$ cat src/rtl/rl_md_pkg.sv
// ---------------------------------------------------------------------------
// rl_md_pkg
// Shared definitions for the RL pair dispatcher: dispatcher state encoding,
// default widths/lane count, particle ID base, drain delay and a counter
// width helper.
// No ports (package).
// ---------------------------------------------------------------------------
package rl_md_pkg;

   localparam int unsigned RL_DATA_WIDTH        = 32;
   localparam int unsigned RL_PARTICLE_ID_WIDTH = 7;
   localparam int unsigned RL_NUM_FILTER        = 7;
   localparam int unsigned RL_ID_BASE           = 1;
   localparam int unsigned RL_DRAIN_DELAY       = 4;
   localparam int unsigned RL_STATS_WIDTH       = 32;

   typedef enum logic [2:0] {
      ST_IDLE   = 3'd0,
      ST_FETCH  = 3'd1,
      ST_STREAM = 3'd2,
      ST_DRAIN  = 3'd3,
      ST_DONE   = 3'd4
   } disp_state_e;

   // Bits needed to hold values 0..max_val (at least 1).
   function automatic int unsigned cnt_width(input int unsigned max_val);
      int unsigned w;
      w = $clog2(max_val + 1);
      return (w == 0) ? 1 : w;
   endfunction

endpackage

$ cat src/rtl/lane_popcount.sv
// ---------------------------------------------------------------------------
// lane_popcount
// Counts the set bits of an N-bit lane vector. Only present when the
// statistics build option RL_PAIR_DISPATCH_STATS_EN is defined.
// Ports:
//   vec_i  in  N    lane vector
//   cnt_o  out CW   number of set bits (combinational)
// ---------------------------------------------------------------------------
`ifdef RL_PAIR_DISPATCH_STATS_EN
module lane_popcount #(
   parameter int unsigned N  = 7,
   parameter int unsigned CW = 3
) (
   input  logic [N-1:0]  vec_i,
   output logic [CW-1:0] cnt_o
);

   always_comb begin
      cnt_o = '0;
      for (int i = 0; i < int'(N); i++) begin
         cnt_o = cnt_o + CW'(vec_i[i]);
      end
   end

endmodule
`endif

$ cat src/rtl/rl_pair_dispatcher.sv
// ---------------------------------------------------------------------------
// rl_pair_dispatcher
// Producer side of the RL force evaluation pair interface. Walks every
// (reference, neighbor) index pair from the two position caches, drives the
// per-filter pair_valid lanes with positions and IDs, honours per-filter
// back-pressure, waits for the force unit to drain and then pulses done.
// Optional build macro: RL_PAIR_DISPATCH_STATS_EN adds the pair_count and
// stall_cycles statistics outputs.
// Ports:
//   clk, rst                clock, asynchronous active-low reset
//   start                   launch pulse (IDLE only)
//   ref_count, nb_count     pass sizes, lane_mask lanes in use
//   ref_rd_addr/ref_rd_x..z reference cache read port (1-cycle latency)
//   nb_rd_addr/nb_rd_x..z   neighbor cache look-ahead read port
//   pair_valid, *_particle_id, ref_x..z, nb_x..z  pair interface
//   back_pressure, all_buffer_empty               force unit status
//   busy, done              status
//   pair_count, stall_cycles (stats build only)
// ---------------------------------------------------------------------------
module rl_pair_dispatcher
   import rl_md_pkg::*;
#(
   parameter int unsigned DATA_WIDTH        = RL_DATA_WIDTH,
   parameter int unsigned PARTICLE_ID_WIDTH = RL_PARTICLE_ID_WIDTH,
   parameter int unsigned NUM_FILTER        = RL_NUM_FILTER,
   parameter int unsigned ID_BASE           = RL_ID_BASE,
   parameter int unsigned DRAIN_DELAY       = RL_DRAIN_DELAY
) (
   input  logic                             clk,
   input  logic                             rst,
   input  logic                             start,
   input  logic [PARTICLE_ID_WIDTH-1:0]     ref_count,
   input  logic [PARTICLE_ID_WIDTH-1:0]     nb_count,
   input  logic [NUM_FILTER-1:0]            lane_mask,
   output logic [PARTICLE_ID_WIDTH-1:0]     ref_rd_addr,
   input  logic [DATA_WIDTH-1:0]            ref_rd_x,
   input  logic [DATA_WIDTH-1:0]            ref_rd_y,
   input  logic [DATA_WIDTH-1:0]            ref_rd_z,
   output logic [PARTICLE_ID_WIDTH-1:0]     nb_rd_addr,
   input  logic [NUM_FILTER*DATA_WIDTH-1:0] nb_rd_x,
   input  logic [NUM_FILTER*DATA_WIDTH-1:0] nb_rd_y,
   input  logic [NUM_FILTER*DATA_WIDTH-1:0] nb_rd_z,
   output logic [NUM_FILTER-1:0]            pair_valid,
   output logic [PARTICLE_ID_WIDTH-1:0]     ref_particle_id,
   output logic [PARTICLE_ID_WIDTH-1:0]     nb_particle_id,
   output logic [DATA_WIDTH-1:0]            ref_x,
   output logic [DATA_WIDTH-1:0]            ref_y,
   output logic [DATA_WIDTH-1:0]            ref_z,
   output logic [NUM_FILTER*DATA_WIDTH-1:0] nb_x,
   output logic [NUM_FILTER*DATA_WIDTH-1:0] nb_y,
   output logic [NUM_FILTER*DATA_WIDTH-1:0] nb_z,
   input  logic [NUM_FILTER-1:0]            back_pressure,
   input  logic                             all_buffer_empty,
   output logic                             busy,
`ifdef RL_PAIR_DISPATCH_STATS_EN
   output logic [RL_STATS_WIDTH-1:0]        pair_count,
   output logic [RL_STATS_WIDTH-1:0]        stall_cycles,
`endif
   output logic                             done
);

   localparam int unsigned PID_W     = PARTICLE_ID_WIDTH;
   localparam int unsigned DRAIN_W   = cnt_width(DRAIN_DELAY);

   disp_state_e         state_q, state_d;
   logic [PID_W-1:0]    ref_idx_q, ref_idx_d;
   logic [PID_W-1:0]    nb_idx_q, nb_idx_d;
   logic [PID_W-1:0]    ref_cnt_q, ref_cnt_d;
   logic [PID_W-1:0]    nb_cnt_q, nb_cnt_d;
   logic [NUM_FILTER-1:0] mask_q, mask_d;
   logic [DRAIN_W-1:0]  drain_cnt_q, drain_cnt_d;

   logic                stall_c;
   logic                fire_c;
   logic                nb_last_c;
   logic                ref_last_c;
   logic                drain_min_c;
   logic                launch_c;

   // Back-pressure only matters on lanes that are actually in use.
   assign stall_c     = |(back_pressure & mask_q);
   assign fire_c      = (state_q == ST_STREAM) && !stall_c;
   assign nb_last_c   = (nb_idx_q == (nb_cnt_q - PID_W'(1)));
   assign ref_last_c  = (ref_idx_q == (ref_cnt_q - PID_W'(1)));
   assign drain_min_c = (32'(drain_cnt_q) + 32'd1) >= DRAIN_DELAY;
   assign launch_c    = (state_q == ST_IDLE) && start;

   // Next-state and index sequencing.
   always_comb begin
      state_d     = state_q;
      ref_idx_d   = ref_idx_q;
      nb_idx_d    = nb_idx_q;
      ref_cnt_d   = ref_cnt_q;
      nb_cnt_d    = nb_cnt_q;
      mask_d      = mask_q;
      drain_cnt_d = drain_cnt_q;

      case (state_q)
         ST_IDLE: begin
            if (start) begin
               ref_cnt_d = ref_count;
               nb_cnt_d  = nb_count;
               mask_d    = lane_mask;
               ref_idx_d = '0;
               nb_idx_d  = '0;
               if ((ref_count != '0) && (nb_count != '0) && (lane_mask != '0)) begin
                  state_d = ST_FETCH;
               end else begin
                  state_d = ST_DONE;
               end
            end
         end
         ST_FETCH: begin
            state_d = ST_STREAM;
         end
         ST_STREAM: begin
            if (!stall_c) begin
               if (!nb_last_c) begin
                  nb_idx_d = nb_idx_q + PID_W'(1);
               end else if (!ref_last_c) begin
                  ref_idx_d = ref_idx_q + PID_W'(1);
                  nb_idx_d  = '0;
                  state_d   = ST_FETCH;
               end else begin
                  drain_cnt_d = '0;
                  state_d     = ST_DRAIN;
               end
            end
         end
         ST_DRAIN: begin
            // Saturate so a long wait on all_buffer_empty never re-arms the delay.
            if (drain_cnt_q != '1) begin
               drain_cnt_d = drain_cnt_q + DRAIN_W'(1);
            end
            if (drain_min_c && all_buffer_empty) begin
               state_d = ST_DONE;
            end
         end
         ST_DONE: begin
            state_d = ST_IDLE;
         end
         default: begin
            state_d = ST_IDLE;
         end
      endcase
   end

   // State and index registers.
   always_ff @(posedge clk or negedge rst) begin
      if (!rst) begin
         state_q     <= ST_IDLE;
         ref_idx_q   <= '0;
         nb_idx_q    <= '0;
         ref_cnt_q   <= '0;
         nb_cnt_q    <= '0;
         mask_q      <= '0;
         drain_cnt_q <= '0;
      end else begin
         state_q     <= state_d;
         ref_idx_q   <= ref_idx_d;
         nb_idx_q    <= nb_idx_d;
         ref_cnt_q   <= ref_cnt_d;
         nb_cnt_q    <= nb_cnt_d;
         mask_q      <= mask_d;
         drain_cnt_q <= drain_cnt_d;
      end
   end

   // Reference address only moves on entry to FETCH; the neighbor address
   // looks one index ahead so the cache output lines up with nb_idx.
   assign ref_rd_addr     = ref_idx_q;
   assign nb_rd_addr      = nb_idx_d;

   assign pair_valid      = fire_c ? mask_q : '0;
   assign ref_particle_id = ref_idx_q + PID_W'(ID_BASE);
   assign nb_particle_id  = nb_idx_q + PID_W'(ID_BASE);
   assign busy            = (state_q != ST_IDLE);
   assign done            = (state_q == ST_DONE);

   assign ref_x = ref_rd_x;
   assign ref_y = ref_rd_y;
   assign ref_z = ref_rd_z;
   assign nb_x  = nb_rd_x;
   assign nb_y  = nb_rd_y;
   assign nb_z  = nb_rd_z;

`ifdef RL_PAIR_DISPATCH_STATS_EN
   localparam int unsigned POP_W = cnt_width(NUM_FILTER);

   logic [POP_W-1:0]          pop_c;
   logic [RL_STATS_WIDTH:0]   pair_sum_c;
   logic [RL_STATS_WIDTH-1:0] pair_cnt_q;
   logic [RL_STATS_WIDTH-1:0] stall_cnt_q;

   lane_popcount #(
      .N  (NUM_FILTER),
      .CW (POP_W)
   ) u_lane_popcount (
      .vec_i (pair_valid),
      .cnt_o (pop_c)
   );

   assign pair_sum_c = {1'b0, pair_cnt_q} + (RL_STATS_WIDTH + 1)'(pop_c);

   // Saturating statistics, cleared by an accepted start.
   always_ff @(posedge clk or negedge rst) begin
      if (!rst) begin
         pair_cnt_q  <= '0;
         stall_cnt_q <= '0;
      end else if (launch_c) begin
         pair_cnt_q  <= '0;
         stall_cnt_q <= '0;
      end else begin
         pair_cnt_q <= pair_sum_c[RL_STATS_WIDTH] ? '1 : pair_sum_c[RL_STATS_WIDTH-1:0];
         if ((state_q == ST_STREAM) && stall_c && (stall_cnt_q != '1)) begin
            stall_cnt_q <= stall_cnt_q + RL_STATS_WIDTH'(1);
         end
      end
   end

   assign pair_count   = pair_cnt_q;
   assign stall_cycles = stall_cnt_q;
`else
   logic unused_launch;
   assign unused_launch = launch_c;
`endif

endmodule
$ cat config.mk
export PLATFORM = sky130hd
export DESIGN_NAME = rl_pair_dispatcher
export DESIGN_NICKNAME = d
export VERILOG_FILES = /design/src/rtl/rl_md_pkg.sv /design/src/rtl/lane_popcount.sv /design/src/rtl/rl_pair_dispatcher.sv
export SDC_FILE = /design/constraint.sdc
export NUM_CORES = 1
export LEC_CHECK = 0
export ABC_AREA = 1
export ABC_CLOCK_PERIOD_IN_PS = 5800
export CORE_AREA = 2 2 631 633
export CTS_CLUSTER_DIAMETER = 60
export DETAILED_ROUTE_END_ITERATION = 10
export DIE_AREA = 0 0 633 635
export PLACE_DENSITY_LB_ADDON = 0.12
export SLEW_MARGIN = 10
export SYNTH_ARGS = -nofsm -noshare
export SYNTH_HDL_FRONTEND = slang
export SYNTH_SLANG_ARGS = --single-unit
export TNS_END_PERCENT = 100
$ cat constraint.sdc
create_clock -name clk -period 5.8 [get_ports clk]
set_input_delay 1.16 -clock clk [delete_from_list [all_inputs] [get_ports clk]]
set_output_delay 1.16 -clock clk [all_outputs]
set_load 0.01 [all_outputs]
==> flow_metrics.tcl, run 1 <==
set metrics [dict create \
    syn_area_per_cell_um2 7.23 \
    io_buffers 68 \
    ys_ff_latch 41 \
    clkSinkCount 41 \
    core_mm2 0.395 \
    p_sw_mw 0.889 \
    slew_headroom_pct 35.3 \
    place.detailed.hpwl_um 124000 \
    leakage_nw 2.00 \
    path_cells "clkdlybuf4s50_1, nand2_1, nand2_1, inv_1, nand3_1, nor2_4, inv_4, nand2_8, nand2_4, nand2_1, nand2_1, clkdlybuf4s50_1" \
    finalMaxSlewViolations 0 \
    drv_cap 0 \
    gp_congestion 0.591 \
    critPathSlowestCell "clkdlybuf4s50_1" \
    grt_antenna_before_repair 23 \
    critPathLaunch "back_pressure[3]" \
    hold_buffers 0 \
    min_period_over_period_pct 84.1 \
    finalHoldViolCount 0 \
    cp_num_buf_inv 4 \
    clkPwrFrac_pct 20.0 \
    status "completed" \
    netlist_instances 1195 \
    place_area_mm2 0.0101 \
    cp_data_arrival_time_ns 3.72 \
    fin_ws_ns 0.924 \
    cts_tree "yes" \
    max_stage_delay_ns 0.66 \
    finalSetupViolCount 0 \
    final_area_mm2 0.0103 \
    cts.clk_slew.worst_paths_ns 0.08 \
    gr-total-overflow 0 \
    post-place-ws_ns 0.672 \
    synth_nets 2001 \
    power_frac_comb_pct 51.0 \
    h-tree-depth 2 \
    critical_path.top_delay_family "buffers and inverters" \
    die-height_um 635 \
    drive_gt1_share_pct 7.75 \
    start_util_pct 2.19 \
    cts_buffer_depth 2 \
    firstDrtPassIters 4 \
    remaining_drc_errors 0 \
    min_path_type "reg2reg" \
    final_nets 1308 \
    numCtsBuffers 5 \
    post_cts_buffers 0 \
    grt_pass1_vias 4973 \
    clock_latency_ns 0.34 \
    grt_setup_unrepaired "false" \
    r2r_setup_slack_ns 3.56 \
    fin_setup_tns_ns 0 \
    synth-seq-area-share_pct 11.9 \
    r2r-start "nb_idx_q[0]$_DFF_PN0_" \
    hp-start "mask_q[1]$_DFFE_PN0P_" \
    critPathLaunchType "input pin" \
    powerDensity_mw_per_mm2 166 \
    switching_share_pct 52.1 \
    antenna_left 0 \
    worstPathRequired_ns 4.64 \
    sequentialPowerShare_pct 29.0 \
    grt_start_max_net_pins 43 \
    crit_top_cell "nand2_1" \
    vias_per_cell 0.816 \
    min_to "mask_q[1]$_DFFE_PN0P_" \
    drt-total-wl_um 132000 \
    vdd_ir_drop_max_v 0.000103 \
    most-common-layout-cells "nand2_1, inv_1, clkdlybuf4s50_1, nor2_1, dfrtp_1" \
    worstPathMaxFanout 10 \
    layout_commonest_cell "nand2_1" \
    fmax_ghz 0.205 \
    dieArea_mm2 0.402 \
    ioPinCount 1605 \
    drt-initial-drc-count 197 \
    p_int_mw 0.816 \
    cts_resized 0 \
    skew_ns 0.00596 \
    route.vias.total 4692 \
    area.growth.synth_to_final_pct 19.1 \
    fin_crit_ns 4.88 \
    synth_cell_types 32 \
    worstSetupPathType "in2out" \
    routedWlPerCell_um 23.0 \
    cts_root_buffer "clkbuf_16" \
    worstHoldPathCells 2 \
    critPathCaptureType "output pin" \
    rr_worst_depth 6 \
    die_w_um 633 \
    grtUsageTotal_pct 6.31 \
    rows 231 \
    netlist_area_mm2 0.00864 \
    tightest_slew_ns 0.963 \
    grt_pass1_wl_um 144000 \
    rr_endpoint "nb_idx_q[6]$_DFF_PN0_" \
    yosysWarnings 0 \
]
[flip-flops by register name, indices dropped and copies added (netlist names)]
name         flops
drain_cnt_q      3
nb_cnt_q         7
nb_idx_q         7
state_q          3
mask_q           7
ref_cnt_q        7
ref_rd_addr      7
[power by group through the flow]
stage,Sequential (mW),Combinational [mW],Clock [mW]
floorplan,0.431,1.01,0
global placement,0.515,0.949,0
detailed placement,0.514,0.938,0
CTS,0.508,0.944,0.395
global route,0.515,1.01,0.396
finish,0.494,0.870,0.341
[tightest hold or removal path, delay by kind of cell (launching register included)]
family	cells	cell delay, ns
compound gates	1	0.06
flops	1	0.38
simple gates	1	0.06
[per-layer routing]
layer	vias to the layer above	GRT usage, %	share of wire (%)
met4	6	3.03	5.3
met5	-	0.430	0.13
met2	1108	9.60	43
met1	1778	3.29	18
met3	332	9.74	33
li1	1468	-	-
[how the worst max path moves through the flow]
stage | to | depth (start not counted)
floorplan | nb_rd_addr[6] | 9
global placement | nb_rd_addr[1] | 12
detailed placement | nb_rd_addr[1] | 12
CTS | nb_rd_addr[1] | 12
global route | nb_rd_addr[1] | 12
finish | nb_rd_addr[1] | 12
[synthesized netlist by cell type]
cell	count	share of area [%]
a21oi_1	10	0.58
a21oi_2	1	0.10
a31o_2	1	0.10
buf_2	2	0.12
buf_4	768	67
clkbuf_1	4	0.17
dfrtp_1	41	12
ha_1	6	0.87
inv_1	72	3.1
inv_2	2	0.087
inv_4	2	0.14
nand2_1	141	6.1
nand2_2	2	0.14
nand2_4	2	0.26
nand2_8	1	0.23
nand3_1	27	1.6
nand3_2	1	0.12
nand3_4	2	0.41
nand3b_1	4	0.35
nand4_1	12	0.87
nor2_1	47	2.0
nor2_2	5	0.36
nor2_4	3	0.39
nor2_8	1	0.23
nor3_1	3	0.17
o21ai_0	17	0.99
o21ai_1	1	0.058
or2_1	1	0.072
or2_2	1	0.072
xnor2_1	3	0.30
xor2_1	11	1.1
xor2_2	1	0.19
[area by class of cell]
class                      instances  area [µm²]
timing repair buffer              74         721
clock buffer                       6         129
antenna                            7        17.5
clock inverter                     2        10.0
multi-input combinational        304        1530
fill                           47400      385000
inverter                          76         290
tap                             5242        6560
sequential                        41        1030
[through the flow]
step	hold slack, ns	utilization [%]	total power, mW	instances
floorplan	0.475	-	1.44	1195
global placement	0.531	2.56	1.46	5737
detailed placement	0.532	2.56	1.45	5737
CTS	0.553	2.60	1.85	5745
global route	0.579	2.60	1.92	5747
finish	0.536	2.60	1.71	5752
[cells by family (layout without fill, tap and decap cells)]
logic type	after synthesis	after routing	share of synthesized area, %
flops	41	41	11.9
other cells	0	7	0
fa+ha+maj	6	6	0.869
simple gates	253	253	13.4
xor+xnor	15	15	1.61
buf+inv	850	158	70.4
compound gates	30	30	1.83
Power figures use the tool's default switching activity.
==> run 2: changes to the inputs <==
Settings changed: ABC_CLOCK_PERIOD_IN_PS 5800 to 4000, CORE_AREA 2 2 631 633 to 2 2 621 623, DIE_AREA 0 0 633 635 to 0 0 623 625.
Clock period 5.8 ns to 4 ns, I/O delays scaled along.
==> run 2 against run 1 <==
Worst hold slack lost 0.028 ns. Sequential cell count is the same. Via count grew 0.45%. Sequential power grew 42%. Worst setup slack lost 0.68 ns. Utilization grew 0.071 points. Power grew 45%. Critical path type unchanged. Largest cell class unchanged.
==> flow_metrics.tcl, run 2 (same netlist as run 1, synthesis figures left out) <==
set metrics [dict create \
    routedWlPerCell_um 23.6 \
    cp_data_arrival_time_ns 2.95 \
    gr-total-overflow 0 \
    stdcell_count 5584 \
    fin_setup_tns_ns 0 \
    whs_ns 0.507 \
    path_cells "clkdlybuf4s50_1, nand2_1, nand2_1, buf_12, a21oi_1, nand3_1, nor2_4, inv_4, nor2_2, buf_4, nand2_1, nand2_1, clkdlybuf4s50_1" \
    nFillCells 45700 \
    fin_ws_ns 0.249 \
    clkSinkCount 41 \
    most-common-layout-cells "nand2_1, inv_1, clkdlybuf4s50_1, nor2_1, dfrtp_1" \
    layout_commonest_cell "nand2_1" \
    cts_buffer_depth 2 \
    wl_met3_um 46700 \
    p_int_mw 1.25 \
    numCtsBuffers 5 \
    dieArea_mm2 0.389 \
    max_stage_delay_ns 0.54 \
    skew_ns 0.0181 \
    grt_antenna_before_repair 8 \
    drt-initial-drc-count 200 \
    finalHoldViolCount 0 \
    sequentialPowerShare_pct 28.3 \
    route.vias.total 4713 \
    grt_pass1_vias 4999 \
    vdd_ir_drop_max_v 0.000157 \
    grt_pass1_wl_um 143000 \
    rows 228 \
    remaining_drc_errors 0 \
    h-tree-depth 2 \
    multi_input_area_mm2 0.00154 \
    cts_tree "yes" \
    finalSetupViolCount 0 \
    final_area_mm2 0.0103 \
    tightest_slew_ns 0.803 \
    leakage_nw 2.13 \
    drt-total-wl_um 132000 \
    r2r-start "ref_cnt_q[0]$_DFFE_PN0P_" \
    min_path_type "in2async" \
    drv_cap 0 \
    crit_top_cell "nand2_1" \
    place.detailed.hpwl_um 124000 \
    core_mm2 0.384 \
    grt_start_max_net_pins 43 \
    antenna_left 0 \
    start_util_pct 2.25 \
    grtUsageTotal_pct 6.47 \
    critPathLaunch "back_pressure[2]" \
    io_buffers 68 \
    die-height_um 625 \
    vias_per_cell 0.844 \
    post-route-util_pct 2.67 \
    m1WireLength_um 20700 \
    place_area_mm2 0.0101 \
    status "completed" \
    fmax_ghz 0.267 \
    power_frac_comb_pct 50.5 \
    wl_met2_um 58100 \
    critPathLaunchType "input pin" \
    regArea_mm2 0.00103 \
    cts_root_buffer "clkbuf_16" \
    worstSetupPathType "in2out" \
    critPathCaptureType "output pin" \
    grt_setup_unrepaired "false" \
    cts.clk_slew.worst_paths_ns 0.10 \
    critPathSlowestCell "clkdlybuf4s50_1" \
    final_nets 1327 \
    drive_gt1_share_pct 12.8 \
    gp_congestion 0.600 \
    ioPinCount 1605 \
    area.growth.synth_to_final_pct 18.8 \
    clkPwrFrac_pct 21.2 \
    finalMaxSlewViolations 0 \
    worstPathMaxFanout 6 \
    power_mw 2.48 \
    firstDrtPassIters 4 \
    slew_headroom_pct 46.4 \
    p_sw_mw 1.22 \
    switching_share_pct 49.4 \
    fin_crit_ns 3.75 \
    dp_cells 5574 \
    clock_latency_ns 0.36 \
    die_w_um 623 \
    min_period_over_period_pct 93.8 \
    post-place-ws_ns 0.110 \
    powerDensity_mw_per_mm2 241 \
    highest_layer "met5" \
    worstPathRequired_ns 3.20 \
    hold_buffers 0 \
]
==> run 2: cell count changes in the layout (fill, tap and decap cells not counted), sizes merged <==
cell           delta
clkdlybuf4s50     -6
buf              +25
clkinvlp          +1
inv               +1
clkinv            -1
diode             -5
clkbuf            -1
==> run 2: power groups by stage <==
stage | Sequential [mW] | Combinational [mW] | Clock (mW)
2_1_floorplan | 0.624 | 1.47 | 0
3_3_place_gp | 0.727 | 1.36 | 0
3_5_place_dp | 0.723 | 1.34 | 0
4_1_cts | 0.715 | 1.35 | 0.579
5_1_grt | 0.732 | 1.44 | 0.570
6_report | 0.700 | 1.25 | 0.526
==> run 2: per-layer routing <==
metal | GRT usage (%) | up-vias
met1 | 2.90 | 1749
met5 | 1.09 | -
li1 | - | 1498
met4 | 2.55 | 22
met2 | 9.98 | 1155
met3 | 10.8 | 289
==> run 2: final cells by class <==
type	count	area share [%]
multi-input cells	304	15.0
repair buffers	93	9.00
clock inverters	3	0.244
inverters	76	2.83
clock buffers	5	1.22
flip-flops and latches	41	10.0
well taps	5060	61.7
diodes	2	0.0488
==> run 2: final timing paths <==
kind | end | slack [ns] | cells after the start
setup / recovery | nb_rd_addr[2] | 0.25 | 13
hold / removal | ref_rd_addr[0]$_DFFE_PN0P_ | 0.51 | 1
setup reg to reg | ref_rd_addr[4]$_DFFE_PN0P_ | 1.68 | 11
hold reg to reg | mask_q[1]$_DFFE_PN0P_ | 0.55 | 2
max in group asynchronous | nb_idx_q[0]$_DFF_PN0_ | 2.71 | 2
min in group clk | mask_q[1]$_DFFE_PN0P_ | 0.55 | 2
==> run 2: critical path, delay by kind of cell <==
family / cells / cell delay [ns]
buf+inv: 5 / 1.30
simple gates: 7 / 0.72
compound gates: 1 / 0.13
==> run 2: what timing repair did <==
action,in CTS,in global routing
buffers inserted,0,0
gates resized for setup,0,1
setup endpoints to repair,0,1
==> run 3: changes to the inputs <==
Settings changed: CTS_CLUSTER_SIZE set to 24.
==> results of run 3 <==
Final layout, timing and power as in run 2 (identical DEF).
